### src/rtl/cache_pkg.sv
// -----------------------------------------------------------------------------
// cache_pkg
// Shared definitions for the 2-way set-associative cache: the address split,
// block geometry, the fill FSM state encoding and the metadata word format.
// Imported by the fill FSM and by the set decoder that the hit path also uses.
// -----------------------------------------------------------------------------
package cache_pkg;

   // Byte address split: tag[15:10], index[9:4], offset[3:0]
   localparam int TAG_W    = 6;
   localparam int INDEX_W  = 6;
   localparam int OFFSET_W = 4;

   // Block geometry: 8 x 16-bit words = 16 bytes
   localparam int WORDS    = 8;
   localparam int WORD_W   = 16;
   localparam int NUM_SETS = 64;

   // Nominal main-memory read latency. The FSM never counts it; it only
   // follows memory_data_valid.
   localparam int MEM_LAT  = 4;

   // Metadata word written to the tag array: {valid, tag}
   localparam int META_W   = TAG_W + 1;

   typedef enum logic [1:0] {
      IDLE = 2'd0,
      FILL = 2'd1,
      DONE = 2'd2
   } fill_state_e;

   // Word-aligned byte address of word 'word' inside the block {tag, index}
   function automatic logic [TAG_W+INDEX_W+OFFSET_W-1:0] word_addr(
      input logic [TAG_W-1:0]   tag,
      input logic [INDEX_W-1:0] index,
      input logic [2:0]         word
   );
      return {tag, index, word, 1'b0};
   endfunction

endpackage

### src/rtl/set_decoder_6to64.sv
// -----------------------------------------------------------------------------
// set_decoder_6to64
// Turns a 6-bit set index into a one-hot 64-bit set select. With en low the
// output is all zeros. Shared between the fill FSM and the hit path.
//
// Ports:
//   en          in   1   enable; 0 forces set_enable to zero
//   index       in   6   set index
//   set_enable  out  64  one-hot set select
// -----------------------------------------------------------------------------
module set_decoder_6to64
   import cache_pkg::*;
(
   input  logic                en,
   input  logic [INDEX_W-1:0]  index,
   output logic [NUM_SETS-1:0] set_enable
);

   always_comb begin
      set_enable = '0;
      if (en) begin
         set_enable[index] = 1'b1;
      end
   end

endmodule

### src/rtl/cache_fill_fsm.sv
// -----------------------------------------------------------------------------
// cache_fill_fsm
// Miss handler for one cache (I or D). On an accepted miss it issues eight
// word reads for the missing 16-byte block on consecutive cycles, writes each
// returned word into the data array one cycle after it arrives, and after the
// eighth write pulses a single metadata write of {1, tag} into the selected set.
//
// Ports:
//   clk                in   1   clock, rising edge
//   rst                in   1   asynchronous reset, active-low
//   miss_detected      in   1   miss this cycle (only looked at in IDLE)
//   miss_address       in   16  byte address of the missing access
//   memory_data_valid  in   1   memory_data carries a returned word
//   memory_data        in   16  returned word
//   fsm_busy           out  1   fill in progress (pipeline stall)
//   memory_read_en     out  1   read request this cycle
//   memory_address     out  16  word-aligned read address
//   write_data_array   out  1   data array write strobe
//   data_word_sel      out  3   word offset of the data write
//   data_word          out  16  registered copy of memory_data
//   write_tag_array    out  1   one-cycle metadata write strobe
//   tag_out            out  7   {1'b1, latched tag}
//   set_enable         out  64  one-hot set select, zero in IDLE
// -----------------------------------------------------------------------------
module cache_fill_fsm #(
   parameter int ADDR_W = 16,
   parameter int WORDS  = 8
) (
   input  logic              clk,
   input  logic              rst,
   input  logic              miss_detected,
   input  logic [ADDR_W-1:0] miss_address,
   input  logic              memory_data_valid,
   input  logic [15:0]       memory_data,
   output logic              fsm_busy,
   output logic              memory_read_en,
   output logic [ADDR_W-1:0] memory_address,
   output logic              write_data_array,
   output logic [2:0]        data_word_sel,
   output logic [15:0]       data_word,
   output logic              write_tag_array,
   output logic [6:0]        tag_out,
   output logic [63:0]       set_enable
);

   import cache_pkg::*;

   // Counter value once all words of the block have been issued / received
   localparam logic [3:0] WORD_CNT = 4'(WORDS);
   localparam logic [2:0] LAST_SEL = 3'(WORDS - 1);

   fill_state_e        state_q,     state_d;
   logic [TAG_W-1:0]   tag_q,       tag_d;
   logic [INDEX_W-1:0] index_q,     index_d;
   logic [3:0]         issue_cnt_q, issue_cnt_d;
   logic [3:0]         recv_cnt_q,  recv_cnt_d;
   logic               wr_q,        wr_d;
   logic [2:0]         sel_q,       sel_d;
   logic [WORD_W-1:0]  word_q,      word_d;

   // Byte offset of the miss is irrelevant: the whole block is fetched.
   logic unused_offset;
   assign unused_offset = ^miss_address[OFFSET_W-1:0];

   // ------------------------------------------------------------------------
   // Next-state logic
   // ------------------------------------------------------------------------
   always_comb begin
      // NOTE: every _d starts as its _q (and the write strobe as 0), so no
      // branch can leave a variable unassigned and infer a latch.
      state_d     = state_q;
      tag_d       = tag_q;
      index_d     = index_q;
      issue_cnt_d = issue_cnt_q;
      recv_cnt_d  = recv_cnt_q;
      wr_d        = 1'b0;
      sel_d       = sel_q;
      word_d      = word_q;

      unique case (state_q)
         IDLE: begin
            if (miss_detected) begin
               tag_d       = miss_address[15:10];
               index_d     = miss_address[9:4];
               issue_cnt_d = '0;
               recv_cnt_d  = '0;
               state_d     = FILL;
            end
         end

         FILL: begin
            if (issue_cnt_q != WORD_CNT) begin
               issue_cnt_d = issue_cnt_q + 4'd1;
            end
            // Words return in issue order, so the receive count is the word
            // offset. Saturating at WORD_CNT drops any stray extra valid.
            if (memory_data_valid && (recv_cnt_q != WORD_CNT)) begin
               wr_d       = 1'b1;
               sel_d      = recv_cnt_q[2:0];
               word_d     = memory_data;
               recv_cnt_d = recv_cnt_q + 4'd1;
            end
            // Leave once the last word's data-array write is on the outputs.
            if (wr_q && (sel_q == LAST_SEL)) begin
               state_d = DONE;
            end
         end

         DONE: begin
            state_d = IDLE;
         end

         default: begin
            state_d = IDLE;
         end
      endcase
   end

   // ------------------------------------------------------------------------
   // State registers
   // ------------------------------------------------------------------------
   always_ff @(posedge clk or negedge rst) begin
      // NOTE: non-blocking assignments so every flop samples the values from
      // before this edge, independent of statement order.
      if (!rst) begin
         state_q     <= IDLE;
         tag_q       <= '0;
         index_q     <= '0;
         issue_cnt_q <= '0;
         recv_cnt_q  <= '0;
         wr_q        <= 1'b0;
         sel_q       <= '0;
         word_q      <= '0;
      end else begin
         state_q     <= state_d;
         tag_q       <= tag_d;
         index_q     <= index_d;
         issue_cnt_q <= issue_cnt_d;
         recv_cnt_q  <= recv_cnt_d;
         wr_q        <= wr_d;
         sel_q       <= sel_d;
         word_q      <= word_d;
      end
   end

   // ------------------------------------------------------------------------
   // Outputs, decoded only from registered state
   // ------------------------------------------------------------------------
   logic       in_fill;
   logic       issuing;
   logic [2:0] issue_word;

   assign in_fill = (state_q == FILL);
   assign issuing = in_fill && (issue_cnt_q != WORD_CNT);

   // After the last request the address holds on the final word of the block.
   assign issue_word = issuing ? issue_cnt_q[2:0] : LAST_SEL;

   assign fsm_busy         = (state_q != IDLE);
   assign memory_read_en   = issuing;
   assign memory_address   = in_fill ? word_addr(tag_q, index_q, issue_word) : '0;
   assign write_data_array = wr_q;
   assign data_word_sel    = sel_q;
   assign data_word        = word_q;
   assign write_tag_array  = (state_q == DONE);
   assign tag_out          = (state_q == DONE) ? {1'b1, tag_q} : '0;

   set_decoder_6to64 u_set_decoder (
      .en         (fsm_busy),
      .index      (index_q),
      .set_enable (set_enable)
   );

endmodule

### config.mk
export PLATFORM = sky130hd
export DESIGN_NAME = cache_fill_fsm
export DESIGN_NICKNAME = d
export VERILOG_FILES = /design/src/rtl/cache_pkg.sv /design/src/rtl/set_decoder_6to64.sv /design/src/rtl/cache_fill_fsm.sv
export SDC_FILE = /design/constraint.sdc
export NUM_CORES = 1
export LEC_CHECK = 0
export ABC_AREA = 1
export CAP_MARGIN = 10
export CORE_MARGIN = 1
export CORE_UTILIZATION = 38
export DETAILED_ROUTE_END_ITERATION = 7
export HOLD_SLACK_MARGIN = 0.03
export MAX_ROUTING_LAYER = met4
export PLACE_DENSITY = 0.77
export SYNTH_ARGS = -nofsm -noshare
export SYNTH_HDL_FRONTEND = slang
export SYNTH_SLANG_ARGS = --single-unit
### constraint.sdc
create_clock -name clk -period 2.7 [get_ports clk]
set_input_delay 0.405 -clock clk [delete_from_list [all_inputs] [get_ports clk]]
set_output_delay 0.405 -clock clk [all_outputs]
set_load 0.005 [all_outputs]
==> report_table.html, run 1 <==
<table>
<tr><th>Metric</th><th>Value</th></tr>
<tr><th colspan="2">Clock tree</th></tr>
<tr><td>Number of buffers inserted to repair setup after CTS</td><td>0</td></tr>
<tr><td>Clock root buffer master</td><td>sky130_fd_sc_hd__clkbuf_8</td></tr>
<tr><td>H-tree depth</td><td>2</td></tr>
<tr><td>Clock Latency Late Sink</td><td>0.30 ns</td></tr>
<tr><td>Longest Clk Path Bufs</td><td>2</td></tr>
<tr><td># clock sinks</td><td>42</td></tr>
<tr><td>Number of buffers created by CTS</td><td>5</td></tr>
<tr><td>Clock Pin Slew Worst Setup and Hold Paths</td><td>0.08 ns</td></tr>
<tr><td># hold bufs at CTS</td><td>0</td></tr>
<tr><td>CTS tree</td><td>built</td></tr>
<tr><th colspan="2">STA</th></tr>
<tr><td>Final setup viols</td><td>0</td></tr>
<tr><td>Tmin final</td><td>2.495 ns</td></tr>
<tr><td>Achievable frequency</td><td>400.8 MHz</td></tr>
<tr><td>Max-slew violation count</td><td>0</td></tr>
<tr><td>Setup repair after global routing missed its margin</td><td>no</td></tr>
<tr><td>Setup TNS</td><td>0 ns</td></tr>
<tr><td>Relative slew margins</td><td>38.32%</td></tr>
<tr><td>Portion of the clock cycle consumed by the worst path in the final layout</td><td>92.40%</td></tr>
<tr><td>Post-route clock skew</td><td>0.006869 ns</td></tr>
<tr><td>Worst-margin pin slew</td><td>0.9251 ns</td></tr>
<tr><td>Number of endpoints with negative hold slack in the final report</td><td>0</td></tr>
<tr><th colspan="2">Worst setup path</th></tr>
<tr><td>CP arrival</td><td>2.09 ns</td></tr>
<tr><td>Worst setup slack for register-to-register paths</td><td>1.00 ns</td></tr>
<tr><td>Worst flop-to-flop path startpoint</td><td>recv_cnt_q[0]</td></tr>
<tr><td>Worst setup path class</td><td>flip-flop to output pin</td></tr>
<tr><td>Max Fanout on Critical Path</td><td>8</td></tr>
<tr><td>Sequence of cells on the critical path</td><td>inv_1 &gt; nand3_1 &gt; nor2_1 &gt; clkdlybuf4s50_1</td></tr>
<tr><td>Worst R2R Path Depth</td><td>8</td></tr>
<tr><td>Kind of end point of the critical path</td><td>output pin</td></tr>
<tr><td>Slowest library cell on the worst path</td><td>sky130_fd_sc_hd__clkdlybuf4s50_1</td></tr>
<tr><td>CP max stage delay</td><td>0.52 ns</td></tr>
<tr><td>Category of the worst setup path launch point</td><td>flip-flop</td></tr>
<tr><td>Critical register-to-register path endpoint</td><td>recv_cnt_q[0]</td></tr>
<tr><td>Required time of the critical path</td><td>2.30 ns</td></tr>
<tr><th colspan="2">Place</th></tr>
<tr><td>Input/output buffers</td><td>140</td></tr>
<tr><td>Routability congestion estimate</td><td>0.8001</td></tr>
<tr><td>Placed standard-cell area</td><td>0.003837 mm²</td></tr>
<tr><td>HPWL after DPL</td><td>5689 µm</td></tr>
<tr><th colspan="2">Worst hold path</th></tr>
<tr><td>Worst hold path class</td><td>primary input to asynchronous set/reset pin</td></tr>
<tr><th colspan="2">Job</th></tr>
<tr><td>Max-cap violations</td><td>0</td></tr>
<tr><th colspan="2">Route</th></tr>
<tr><td>Initial DRT Pass Iterations</td><td>4</td></tr>
<tr><td>Detail-routed via count per cell</td><td>4.924</td></tr>
<tr><td>Number of DRC markers in iteration 0</td><td>63</td></tr>
<tr><td>Via count</td><td>2664</td></tr>
<tr><td>Sum of routed wire length over all layers</td><td>7433 µm</td></tr>
<tr><td>Avg WL per Cell</td><td>13.74 µm</td></tr>
<tr><td>Remaining antenna violation count after routing</td><td>0</td></tr>
<tr><td>Drc violations</td><td>0</td></tr>
<tr><th colspan="2">Logic synthesis</th></tr>
<tr><td>Total of flip-flops plus latches after synthesis</td><td>42</td></tr>
<tr><td>Share of synthesized area occupied by flip-flops and latches</td><td>42.70%</td></tr>
<tr><td>Share of the synthesized area in the top cell type</td><td>42.70%</td></tr>
<tr><td>Post-synthesis average cell area</td><td>7.458 µm²</td></tr>
<tr><td>Synth cell types</td><td>26</td></tr>
<tr><td>Number of warnings reported in the yosys synthesis log</td><td>0</td></tr>
<tr><td>Top cell type by total area after synthesis</td><td>sky130_fd_sc_hd__dfrtp_1</td></tr>
<tr><td>Net count of the mapped netlist</td><td>370</td></tr>
<tr><td>Ranking of synthesized cells by area</td><td>sky130_fd_sc_hd__dfrtp_1 43%, sky130_fd_sc_hd__nor2_1 14%, sky130_fd_sc_hd__nand2_1 13%, sky130_fd_sc_hd__inv_1 3.8%, sky130_fd_sc_hd__nand4_4 3.5%</td></tr>
<tr><td>Combined area of all synthesized cells</td><td>0.002461 mm²</td></tr>
<tr><td>Post-Syn Instances</td><td>330</td></tr>
<tr><th colspan="2">GRT</th></tr>
<tr><td>Met2 track demand over resource</td><td>40.99%</td></tr>
<tr><td>Number of antenna violations at the first check in global routing</td><td>0</td></tr>
<tr><td>Pin count of the biggest net entering global routing</td><td>43</td></tr>
<tr><td>Remaining global-route overflow</td><td>0</td></tr>
<tr><td>Number of global-route vias before repair</td><td>2317</td></tr>
<tr><td>All-Layer GR Usage</td><td>22.78%</td></tr>
<tr><td>Met3 usage in global routing</td><td>5.495%</td></tr>
<tr><td>Grt peak-use layer</td><td>met2</td></tr>
<tr><td>Fraction of met1 tracks used by global routing</td><td>24.84%</td></tr>
<tr><td>Global-route wire length before repair</td><td>11120 µm</td></tr>
<tr><th colspan="2">Floorplan</th></tr>
<tr><td>I/O pin cnt</td><td>146</td></tr>
<tr><td>Die footprint</td><td>0.006802 mm²</td></tr>
<tr><td>Total number of placement rows</td><td>28</td></tr>
<tr><td>Vertical die dimension</td><td>82.48 µm</td></tr>
<tr><td>Initial cell density of the core</td><td>40.37%</td></tr>
<tr><td>Total core area</td><td>0.006096 mm²</td></tr>
<tr><td>Die width</td><td>82.48 µm</td></tr>
<tr><th colspan="2">Status</th></tr>
<tr><td>Result of the run</td><td>complete, no violations</td></tr>
<tr><th colspan="2">Power and ir drop</th></tr>
<tr><td>Leakage Power</td><td>1.677 nW</td></tr>
<tr><td>Pwr Total</td><td>3.706 mW</td></tr>
<tr><td>Power density normalized to cell area</td><td>937.1 mW/mm²</td></tr>
<tr><td>Maximum VDD drop</td><td>0.6281 mV</td></tr>
<tr><th colspan="2">Cells and area</th></tr>
<tr><td>Area growth from synthesis to layout</td><td>60.70%</td></tr>
<tr><td>Fraction of layout instances using a drive strength above 1</td><td>6.652%</td></tr>
<tr><td>Design area</td><td>0.003955 mm²</td></tr>
<tr><td>Antenna diode count</td><td>0</td></tr>
<tr><td>Most frequent cells in the layout</td><td>139 x sky130_fd_sc_hd__clkdlybuf4s50_1, 89 x sky130_fd_sc_hd__nor2_1, 88 x sky130_fd_sc_hd__nand2_1, 40 x sky130_fd_sc_hd__dfrtp_1, 25 x sky130_fd_sc_hd__inv_1</td></tr>
<tr><td>Most common cell after layout, fill and taps aside</td><td>sky130_fd_sc_hd__clkdlybuf4s50_1</td></tr>
<tr><td>Number of nets in the layout</td><td>505</td></tr>
</table>
-- worst max path at each step --
stage / start / end / slack (ns) / cells past startpoint
floorplan: index_q[0] / set_enable[26] / 1.19 / 4
global placement: index_q[1] / set_enable[26] / 0.41 / 5
detailed placement: index_q[1] / set_enable[26] / 0.40 / 5
CTS: index_q[1] / set_enable[26] / 0.06 / 5
global route: index_q[3] / set_enable[5] / 0.07 / 4
finish: index_q[3] / set_enable[4] / 0.21 / 4
-- Yosys cell counts, drive strengths merged --
| master | instances |
|---|---|
| a21oi | 4 |
| nand4 | 8 |
| dfrtp | 42 |
| conb | 1 |
| nor3 | 6 |
| nor2 | 90 |
| inv | 31 |
| buf | 11 |
| clkbuf | 2 |
| ha | 4 |
| xnor2 | 1 |
| nand3 | 20 |
| nand2 | 92 |
| o21ai | 18 |
-- final cells by class --
type,instances,area [µm²]
Clock buffer,6,72.57
Clock inverter,2,37.54
Fill cell,554,2141
Inverter,31,121.4
Multi-Input combinational cell,244,1172
Sequential cell,42,1054
Tap cell,75,93.84
Timing Repair Buffer,141,1404
-- critical path, delay by kind of cell, from the launching register on --
family        cells  cell delay (ns)
simple gates      2             0.53
flops             1             0.44
buf+inv           2             0.83
-- routing by layer --
metal  part of all wire, %  up-vias
li1                      -     1286
met1                    40     1236
met2                    49      135
met3                   9.8        7
met4                   1.2        0
met5                     0        -
-- through the flow --
stage          utilization, %  setup slack (ns)  hold WS [ns]  std cells
2_1_floorplan               -             1.192        0.1094        330
3_3_place_gp            62.95            0.4125        0.4610        533
3_5_place_dp            62.95            0.3950        0.4650        533
4_1_cts                 64.76           0.06455        0.2659        541
5_1_grt                 64.88           0.07129        0.2985        541
6_report                64.88            0.2053        0.2327        541
-- flip-flops by register name, indices dropped and copies added (netlist names) --
name and cells:
data_word_sel 3, state_q 2, issue_cnt_q 4, index_q 6, write_data_array 1, data_word 16
recv_cnt_q 4, tag_q 6
-- power by group --
group	internal, mW	switching, mW
Clock	0.276	0.220
Sequential	0.906	0.288
Combinational	0.961	1.05
-- cell families after synthesis --
family | share of synthesized area [%]
adder cells (fa/ha/maj) | 2.034
flip-flops | 42.70
AND/OR/NAND/NOR | 40.42
AO/OA/AOI/OAI | 4.474
XOR/XNOR | 0.3559
other | 0.1524
buffers and inverters | 9.862
-- repair_timing --
action / 4_1_cts / 5_1_grt
setup endpoints to repair: 0 / 16
resized for setup: 0 / 3
hold endpoints to repair: 0 / 0
Power figures use the tool's default switching activity.
==> run 2, diff against run 1 <==
--- a/config.mk
+++ b/config.mk
@@ -7,12 +7,14 @@
 export LEC_CHECK = 0
 export ABC_AREA = 1
 export CAP_MARGIN = 10
+export CELL_PAD_IN_SITES_DETAIL_PLACEMENT = 1
+export CELL_PAD_IN_SITES_GLOBAL_PLACEMENT = 1
 export CORE_MARGIN = 1
-export CORE_UTILIZATION = 38
+export CORE_UTILIZATION = 27
 export DETAILED_ROUTE_END_ITERATION = 7
 export HOLD_SLACK_MARGIN = 0.03
 export MAX_ROUTING_LAYER = met4
-export PLACE_DENSITY = 0.77
+export PLACE_DENSITY = 0.81
 export SYNTH_ARGS = -nofsm -noshare
 export SYNTH_HDL_FRONTEND = slang
 export SYNTH_SLANG_ARGS = --single-unit
==> report_table.html, run 2 (synthesis gave the netlist of run 1 again) <==
<table>
<tr><th>Metric</th><th>Value</th></tr>
<tr><th colspan="2">Clock tree</th></tr>
<tr><td>Clock Latency Late Sink</td><td>0.29 ns (about the same)</td></tr>
<tr><td># clock sinks</td><td>42 (unchanged)</td></tr>
<tr><td>Clock Pin Slew Worst Setup and Hold Paths</td><td>0.08 ns (about the same)</td></tr>
<tr><td># hold bufs at CTS</td><td>0 (unchanged)</td></tr>
<tr><td>Clock root buffer master</td><td>sky130_fd_sc_hd__clkbuf_8</td></tr>
<tr><td>Number of buffers created by CTS</td><td>5 (unchanged)</td></tr>
<tr><td>Number of buffers inserted to repair setup after CTS</td><td>0 (unchanged)</td></tr>
<tr><td>CTS tree</td><td>built</td></tr>
<tr><td>H-tree depth</td><td>2 (unchanged)</td></tr>
<tr><td>Longest Clk Path Bufs</td><td>2 (unchanged)</td></tr>
<tr><th colspan="2">Worst setup path</th></tr>
<tr><td>Largest delay share family, worst path</td><td>simple AND/OR/NAND/NOR gates</td></tr>
<tr><td>Worst setup path class</td><td>flip-flop to output pin</td></tr>
<tr><td>CP max stage delay</td><td>0.52 ns (about the same)</td></tr>
<tr><td>CP Buf/Inv Count</td><td>2 (unchanged)</td></tr>
<tr><td>Category of the worst setup path launch point</td><td>flip-flop</td></tr>
<tr><td>Max Fanout on Critical Path</td><td>8 (unchanged)</td></tr>
<tr><td>Slowest library cell on the worst path</td><td>sky130_fd_sc_hd__clkdlybuf4s50_1</td></tr>
<tr><td>Sequence of cells on the critical path</td><td>inv_2 &gt; nand2_2 &gt; nand4_1 &gt; nor2_1 &gt; clkdlybuf4s50_1</td></tr>
<tr><td>CP arrival</td><td>2.12 ns (+0.03 ns)</td></tr>
<tr><td>Kind of end point of the critical path</td><td>output pin</td></tr>
<tr><td>Required time of the critical path</td><td>2.30 ns (about the same)</td></tr>
<tr><th colspan="2">STA</th></tr>
<tr><td>Tmin final</td><td>2.529 ns (+0.03459 ns)</td></tr>
<tr><td>Setup repair after global routing missed its margin</td><td>no</td></tr>
<tr><td>Portion of the clock cycle consumed by the worst path in the final layout</td><td>93.68% (+1.3 points)</td></tr>
<tr><td>Final critical-path setup slack</td><td>0.1707 ns (-0.03459 ns)</td></tr>
<tr><td>Max-slew violation count</td><td>0 (unchanged)</td></tr>
<tr><td>Final-layout worst hold slack</td><td>0.2617 ns (+0.02897 ns)</td></tr>
<tr><td>Setup TNS</td><td>0 ns (unchanged)</td></tr>
<tr><td>Relative slew margins</td><td>35.61% (-2.7 points)</td></tr>
<tr><td>Achievable frequency</td><td>395.4 MHz (-1.4%)</td></tr>
<tr><td>Post-route clock skew</td><td>0.003572 ns (-0.003297 ns)</td></tr>
<tr><td>Worst-margin pin slew</td><td>0.9658 ns (+0.04065 ns)</td></tr>
<tr><td>Number of endpoints with negative hold slack in the final report</td><td>0 (unchanged)</td></tr>
<tr><td>Final setup viols</td><td>0 (unchanged)</td></tr>
<tr><th colspan="2">Route</th></tr>
<tr><td>Wire length the detailed router placed on met1</td><td>3642 µm (+24%)</td></tr>
<tr><td>Sum of routed wire length over all layers</td><td>8233 µm (+11%)</td></tr>
<tr><td>Avg WL per Cell</td><td>14.32 µm (+4.2%)</td></tr>
<tr><td>Drc violations</td><td>0 (unchanged)</td></tr>
<tr><td>Top layer in use</td><td>met4</td></tr>
<tr><td>Routed length on met2</td><td>3976 µm (+8.2%)</td></tr>
<tr><td>Initial DRT Pass Iterations</td><td>4 (unchanged)</td></tr>
<tr><td>Number of DRC markers in iteration 0</td><td>57 (-9.5%)</td></tr>
<tr><td>Detail-routed via count per cell</td><td>4.602 (-6.5%)</td></tr>
<tr><td>Met3 wirelength from detailed routing</td><td>527 µm (-28%)</td></tr>
<tr><td>Remaining antenna violation count after routing</td><td>0 (unchanged)</td></tr>
<tr><td>Via count</td><td>2646 (-0.68%)</td></tr>
<tr><th colspan="2">GRT</th></tr>
<tr><td>Global-route wire length before repair</td><td>13440 µm (+21%)</td></tr>
<tr><td>Number of antenna violations at the first check in global routing</td><td>0 (unchanged)</td></tr>
<tr><td>All-Layer GR Usage</td><td>18.01% (-4.8 points)</td></tr>
<tr><td>Remaining global-route overflow</td><td>0 (unchanged)</td></tr>
<tr><td>Pin count of the biggest net entering global routing</td><td>43 (unchanged)</td></tr>
<tr><td>Number of global-route vias before repair</td><td>2709 (+17%)</td></tr>
<tr><th colspan="2">Cells and area</th></tr>
<tr><td>Utilization after layout</td><td>45.43% (-19 points)</td></tr>
<tr><td>Most frequent cells in the layout</td><td>139 x sky130_fd_sc_hd__clkdlybuf4s50_1, 89 x sky130_fd_sc_hd__nor2_1, 88 x sky130_fd_sc_hd__nand2_1, 39 x sky130_fd_sc_hd__dfrtp_1, 25 x sky130_fd_sc_hd__inv_1</td></tr>
<tr><td>Max reg flops</td><td>16 (unchanged)</td></tr>
<tr><td>Antenna diode count</td><td>0 (unchanged)</td></tr>
<tr><td>Final cell count without fillers</td><td>575 (+6.3%)</td></tr>
<tr><td>Most common cell after layout, fill and taps aside</td><td>sky130_fd_sc_hd__clkdlybuf4s50_1</td></tr>
<tr><td>Area growth from synthesis to layout</td><td>61.77%</td></tr>
<tr><td>Fraction of layout instances using a drive strength above 1</td><td>6.852% (+0.20 points)</td></tr>
<tr><td>Number of nets in the layout</td><td>506 (+0.20%)</td></tr>
<tr><td>Total of fill cells in the finished design</td><td>1082 (+95%)</td></tr>
<tr><th colspan="2">Worst hold path</th></tr>
<tr><td>Worst hold path class</td><td>primary input to asynchronous set/reset pin</td></tr>
<tr><th colspan="2">Place</th></tr>
<tr><td>Input/output buffers</td><td>140 (unchanged)</td></tr>
<tr><td>Routability congestion estimate</td><td>0.7774 (-2.8%)</td></tr>
<tr><td>Worst slack, placed</td><td>0.4157 ns (+0.02071 ns)</td></tr>
<tr><td>Dpl cells</td><td>567 (+6.4%)</td></tr>
<tr><td>HPWL after DPL</td><td>6379 µm (+12%)</td></tr>
<tr><th colspan="2">Floorplan</th></tr>
<tr><td>I/O pin cnt</td><td>146 (unchanged)</td></tr>
<tr><td>Initial cell density of the core</td><td>28.08% (-12 points)</td></tr>
<tr><td>Die width</td><td>97.48 µm (+18%)</td></tr>
<tr><td>Total number of placement rows</td><td>34 (+21%)</td></tr>
<tr><td>Vertical die dimension</td><td>97.48 µm (+18%)</td></tr>
<tr><td>Total core area</td><td>0.008763 mm² (+44%)</td></tr>
<tr><td>Die footprint</td><td>0.009501 mm² (+40%)</td></tr>
<tr><th colspan="2">Job</th></tr>
<tr><td>Max-cap violations</td><td>0 (unchanged)</td></tr>
<tr><th colspan="2">Status</th></tr>
<tr><td>Result of the run</td><td>complete, no violations</td></tr>
<tr><th colspan="2">Power and ir drop</th></tr>
<tr><td>Power density normalized to cell area</td><td>919.0 mW/mm² (-1.9%)</td></tr>
<tr><td>Leakage Power</td><td>1.676 nW (about the same)</td></tr>
<tr><td>Maximum VDD drop</td><td>0.4170 mV (-34%)</td></tr>
</table>
run 2: per-layer routing:
metal  vias to the layer above  GRT usage, %
li1                       1293             -
met1                      1235         21.38
met2                       110         31.15
met3                         8         3.669
met4                         0         4.525
met5                         -             -
run 2: final timing paths:
kind                                     from        endpoint  slack, ns  cells past startpoint
worst max-delay path               state_q[1]  set_enable[24]       0.17                      5
worst min-delay path                      rst    data_word[0]       0.26                      1
worst max register to register  recv_cnt_q[1]   recv_cnt_q[0]       1.19                      8
worst min register to register  data_word[14]   data_word[14]       0.48                      2
max in group asynchronous                 rst      index_q[1]       1.78                      1
min in group clk                data_word[14]   data_word[14]       0.48                      2
run 2: timing repair:
action                     in CTS  in global routing
setup endpoints to repair       0                 17
gates resized for setup         0                  3
hold endpoints to repair        0                  0
run 2: through the flow:
| step | cell area, µm² | total power [mW] |
|---|---|---|
| after floorplan | 2461 | 2.253 |
| after global placement | 3886 | 3.169 |
| after detailed placement | 3886 | 3.258 |
| after CTS | 3978 | 3.708 |
| after global routing | 3981 | 3.960 |
| final | 3981 | 3.659 |
run 2: where the power goes:
group	switching (mW)	internal, mW
sequential	0.290	0.908
clock	0.219	0.207
combinational	1.07	0.966
run 2: layout make-up:
type / instances / area [µm²] / area share, %
clock buffer: 7 / 86.33 / 2.168
clock inverter: 1 / 5.005 / 0.1257
inverter: 31 / 121.4 / 3.048
multi-input combinational: 244 / 1167 / 29.32
sequential: 42 / 1055 / 26.49
tap: 108 / 135.1 / 3.394
timing repair buffer: 142 / 1411 / 35.45
